`config.mk`:
```
export PLATFORM = sky130hd
export DESIGN_NAME = stopwatch_timer_core
export DESIGN_NICKNAME = d
export VERILOG_FILES = /design/src/rtl/stopwatch_pkg.sv /design/src/rtl/bcd_digit.sv /design/src/rtl/stopwatch_timer_core.sv
export SDC_FILE = /design/constraint.sdc
export NUM_CORES = 1
export LEC_CHECK = 0
export CAP_MARGIN = 15
export CORE_MARGIN = 2
export CORE_UTILIZATION = 55
export CTS_CLUSTER_DIAMETER = 30
export DETAILED_ROUTE_END_ITERATION = 12
export PLACE_DENSITY = 0.84
export SETUP_SLACK_MARGIN = 0.3
export SLEW_MARGIN = 20
export SYNTH_ARGS = -nofsm -noshare
export SYNTH_HDL_FRONTEND = slang
export SYNTH_SLANG_ARGS = --single-unit
```
`constraint.sdc`:
```
create_clock -name clk -period 6.3 [get_ports clk]
set_input_delay 1.26 -clock clk [delete_from_list [all_inputs] [get_ports clk]]
set_output_delay 1.26 -clock clk [all_outputs]
set_load 0.01 [all_outputs]
```
`src/rtl/stopwatch_pkg.sv`:
```
// stopwatch_pkg: shared states, BCD limits and prescaler sizing helpers
package stopwatch_pkg;
  typedef enum logic [1:0] {IDLE, RUN, PAUSED, EXPIRED} state_t;
  localparam logic [3:0] BCD_MAX = 4'd9;
  function automatic logic [3:0] clamp9(input logic [3:0] d);
    return (d > BCD_MAX) ? BCD_MAX : d;
  endfunction
  function automatic int calc_div(input int clk_hz, input int tick_hz);
    return clk_hz / tick_hz;
  endfunction
  function automatic int cnt_width(input int div);
    return (div > 1) ? $clog2(div) : 1;
  endfunction
endpackage

```
`src/rtl/bcd_digit.sv`:
```
// bcd_digit: one up/down BCD digit with clear, clamped load and ripple carry
module bcd_digit
  import stopwatch_pkg::*;
(
  input  logic       clk,
  input  logic       reset_n,
  input  logic       en,
  input  logic       dir,
  input  logic       load,
  input  logic [3:0] load_val,
  input  logic       clr,
  output logic [3:0] value,
  output logic       carry_out
);
  logic [3:0] r_val;
  assign value = r_val;
  assign carry_out = dir ? (r_val == BCD_MAX) : (r_val == 4'd0);
  always_ff @(posedge clk or negedge reset_n) begin
    if (!reset_n) r_val <= '0;
    else if (clr) r_val <= '0;
    else if (load) r_val <= clamp9(load_val);
    else if (en) r_val <= dir ? ((r_val == BCD_MAX) ? 4'd0 : r_val + 4'd1)
                              : ((r_val == 4'd0) ? BCD_MAX : r_val - 4'd1);
  end
endmodule

```
`src/rtl/stopwatch_timer_core.sv`:
```
// stopwatch_timer_core: prescaled run/pause/expire BCD stopwatch with preset load, lap freeze and terminal detect
module stopwatch_timer_core
  import stopwatch_pkg::*;
#(
  parameter int CLK_HZ     = 100_000_000,
  parameter int TICK_HZ    = 100,
  parameter int NUM_DIGITS = 4,
  parameter int WRAP_UP    = 1
) (
  input  logic                    clk,
  input  logic                    reset_n,
  input  logic                    start,
  input  logic                    stop,
  input  logic                    up,
  input  logic                    clear,
  input  logic                    load,
  input  logic [4*NUM_DIGITS-1:0] preset,
  input  logic                    lap,
  output logic [4*NUM_DIGITS-1:0] digits,
  output logic                    running,
  output logic                    lap_hold,
  output logic                    expired,
  output logic                    tick
);
  localparam int DIV = calc_div(CLK_HZ, TICK_HZ);
  localparam int PW  = cnt_width(DIV);
  localparam int W   = 4 * NUM_DIGITS;
  if (TICK_HZ < 1 || CLK_HZ % TICK_HZ != 0 || DIV < 2 || NUM_DIGITS < 1 || NUM_DIGITS > 8) begin : g_bad_param
    $error("stopwatch_timer_core: illegal parameter set");
  end
  state_t                r_state, w_next;
  logic [PW-1:0]         r_pre;
  logic                  r_dir, r_lap_d, r_hold, r_tick;
  logic [W-1:0]          r_disp, w_cnt;
  logic [NUM_DIGITS-1:0] w_carry, w_en;
  logic                  w_run, w_wrap_tick, w_term, w_step, w_clr, w_load, w_edit, w_lap_rise;
  assign w_run       = r_state == RUN;
  assign w_wrap_tick = w_run && r_pre == PW'(DIV - 1);
  // all carries set means all-9s going up or all-0s going down
  assign w_term      = r_dir ? (&w_carry && WRAP_UP == 0) : (&w_carry || w_cnt == W'(1));
  assign w_step      = w_wrap_tick && !(&w_carry && (!r_dir || WRAP_UP == 0));
  assign w_edit      = (clear || load) && !w_run;
  assign w_clr       = clear && !w_run;
  assign w_load      = load && !clear && !w_run;
  assign w_lap_rise  = lap && !r_lap_d;
  for (genvar i = 0; i < NUM_DIGITS; i++) begin : g_dig
    if (i == 0) begin : g_lsd
      assign w_en[i] = w_step;
    end else begin : g_hi
      assign w_en[i] = w_step && &w_carry[i-1:0];
    end
    bcd_digit u_digit (
      .clk      (clk),
      .reset_n  (reset_n),
      .en       (w_en[i]),
      .dir      (r_dir),
      .load     (w_load),
      .load_val (preset[4*i +: 4]),
      .clr      (w_clr),
      .value    (w_cnt[4*i +: 4]),
      .carry_out(w_carry[i])
    );
  end
  always_comb begin
    w_next = r_state;
    case (r_state)
      IDLE:    w_next = (start && !stop) ? RUN : IDLE;
      RUN:     w_next = stop ? PAUSED : (w_wrap_tick && w_term) ? EXPIRED : RUN;
      PAUSED:  w_next = (start && !stop) ? RUN : PAUSED;
      EXPIRED: w_next = (clear || load) ? IDLE : EXPIRED;
      default: w_next = IDLE;
    endcase
  end
  always_ff @(posedge clk or negedge reset_n) begin
    if (!reset_n) r_state <= IDLE;
    else r_state <= w_next;
  end
  always_ff @(posedge clk or negedge reset_n) begin
    if (!reset_n) begin
      r_pre   <= '0;
      r_dir   <= 1'b1;
      r_lap_d <= 1'b0;
      r_hold  <= 1'b0;
      r_tick  <= 1'b0;
      r_disp  <= '0;
    end else begin
      r_lap_d <= lap;
      r_tick  <= w_wrap_tick;
      if (!w_run) r_dir <= up;
      if (w_edit || w_wrap_tick || (w_next == RUN && !w_run)) r_pre <= '0;
      else if (w_run) r_pre <= r_pre + 1'b1;
      if (w_edit) r_hold <= 1'b0;
      else if (w_lap_rise && (r_state == RUN || r_state == PAUSED)) begin
        r_hold <= !r_hold;
        if (!r_hold) r_disp <= w_cnt;
      end
    end
  end
  assign digits   = r_hold ? r_disp : w_cnt;
  assign running  = w_run;
  assign lap_hold = r_hold;
  assign expired  = r_state == EXPIRED;
  assign tick     = r_tick;
endmodule

```
==> metrics.txt <==
crit share post-route=54.60%; Reg-to-Reg Start=r_state[1]; gpl congestion=0.9108; Final Hold Fails=0; Critical Path Start Type=register; commonest non-fill, non-tap cell in the layout=dfrtp_1; Final ANT Viol Nets=0; R2R cell count=8; pwr/cell area=329.2 nW/um^2; YS warnings=0; # IOs=44; hold path endpoint=r_disp[6]; reg-to-reg endpoint=r_pre[19]; cts repair resizes=0; worst-path fanout max=27; relative slew slack=39.22%; RSZ-0062 raised after global routing=no; fin. max-slew vios=0; layout net count=512; part of the Yosys area used for sequential elements=36.35%; Tmin final=3.440 ns; setup violators final=0; row count=31; CTS Sinks=58; Leak=1.967 nW; CP Capture Type=output pin; via count=3,500; #FFs+latches synth=58; fmax=0.2907 GHz; first-pass GRT wire length=15.78 mm; max-cap violations=0; Hold-fix buffers, CTS=0; core area=7137 sq um; Setup WS pre-CTS=2.945 ns; GR Util met2=42.56%; cts bufs inserted=9; H-Tree Depth=3; worst path arrival time=2.18 ns; initial drt markers=328; final setup TNS=0 ns; PnR Total Power=1.544 mW; initial antenna violation count=0; Netlist cell types=75; Die H=89.24 um; placed insts=561; critical path class=register to output pin; Max Root-Sink Buffers=2; Root Buffer=clkbuf_8; Initial Util=56.00%; Top Usage Layer GRT=met2; TritonRoute pass-1 iters=5; skew final=0.004617 ns; TritonCTS clock tree=built; EDFF count, synth=0; worst hold start=r_disp[6]; R2R Setup Slk=3.64 ns; Global Route met3 Usage=5.355%; Cells after Synth=438; Avg WL per Cell=16.97 um; share of cells above drive strength 1=14.44%; setup bufs post-CTS=0; Inserted Diodes=0; worst hold path class=register to register; DIE WIDTH=89.24 um; Worst-Skew Late Latency=0.34 ns; drt drc=0; async set-reset flop share out of synthesis=100.0%; largest net degree at the start of global routing=59; hold-critical path depth=1; Clock transition at path regs=0.07 ns; vias in the first global route=3,411; port bufs=43; syn avg cell area=9.124 sq um; fin cells=577; GRT Util Overall=25.98%; ys flop type=dfrtp_1; actual slew at the worst max-slew pin=0.9033 ns; Synth Cell Area=3996 sq um; Total Die Area=7964 sq um; peak supply drop=0.1705 mV; M1 GR Usage=31.96%; post-synth net total=477; final wirelength=9.793 mm; CP required=5.04 ns; most frequent cells in the layout=dfrtp_1, nor2_1, clkdlybuf4s50_1, nand2_1, o21ai_0; DP Wirelength=7.026 mm; status=finished clean; final worst setup slack=2.860 ns; Avg Vias per Cell=6.066; remaining global-route overflow=0; area delta synth->final=17.38%
layout make-up:
type | count | area [sq um]
Clock buffer | 11 | 141.4
Clock inverter | 5 | 77.57
Fill cell | 581 | 2446
Inverter | 24 | 90.09
Multi-Input combinational cell | 333 | 2350
Sequential cell | 58 | 1453
Tap cell | 99 | 123.9
Timing Repair Buffer | 47 | 455.4
how the worst max path moves through the flow:
stage	startpoint	end	slack [ns]
floorplan	clear	r_disp[10]	3.45
CTS	lap_hold	digits[2]	2.85
global route	lap_hold	digits[14]	2.76
detailed placement	load	g_dig[0].u_digit.value[1]	2.94
global placement	load	g_dig[2].u_digit.value[0]	3.02
finish	lap_hold	digits[13]	2.86
worst max-delay path, cell delays in order (launching register included):
cell             delay (ns)
dfrtp_1                0.91
nand2_1                0.14
o21ai_0                0.18
clkdlybuf4s50_1        0.60
registers in the layout, indices dropped and copies added (netlist names):
register,count
r_pre,20
g_dig.u_digit.value,16
r_disp,16
r_state,2
lap_hold,1
r_dir,1
r_lap_d,1
tick,1
where the power goes:
part | internal [mW] | switching [mW]
registers | 0.451 | 0.122
logic | 0.297 | 0.289
clock network | 0.232 | 0.152
total | 0.980 | 0.564
per-stage QoR:
stage                     utilization [%]  hold WS, ns  instance area, sq um
after CTS                           65.73       0.5116                  4691
after global routing                65.73       0.5181                  4691
after floorplan                         -       0.4750                  3996
final                               65.73       0.5093                  4691
after detailed placement            62.66       0.4964                  4472
after global placement              62.66       0.4855                  4472
metal layers:
metal  vias up  share of wire [%]
met2       153                 51
met3        36                6.1
met1      1668                 40
met4         0                3.4
li1       1643                  -
met5         -                  0
cells by family after synthesis:
logic type / synth area share [%]
flops: 36.35
xor+xnor: 4.383
buf+inv: 4.853
simple gates: 21.35
fa+ha+maj: 4.696
mux: 11.68
compound gates: 16.69
Yosys cell counts (all sizes together), types with 5 or more instances:
| cell | instances | area [sq um] |
|---|---|---|
| a21oi | 21 | 108.9 |
| a31oi | 7 | 43.79 |
| and3 | 6 | 40.03 |
| buf | 6 | 30.03 |
| clkbuf | 17 | 73.82 |
| dfrtp | 57 | 1426 |
| ha | 15 | 187.7 |
| inv | 24 | 90.09 |
| mux2 | 34 | 386.6 |
| mux2i | 8 | 80.08 |
| nand2 | 32 | 120.1 |
| nand2b | 10 | 62.56 |
| nand3 | 8 | 40.04 |
| nand3b | 5 | 37.54 |
| nand4 | 12 | 81.33 |
| nor2 | 42 | 157.7 |
| nor2b | 6 | 37.54 |
| nor3 | 11 | 55.05 |
| o21a | 5 | 37.54 |
| o21ai | 27 | 138.9 |
| or3b | 5 | 43.79 |
| xnor2 | 10 | 87.58 |
| xor2 | 10 | 87.58 |
Note: power is estimated with default switching activity, not from simulation.
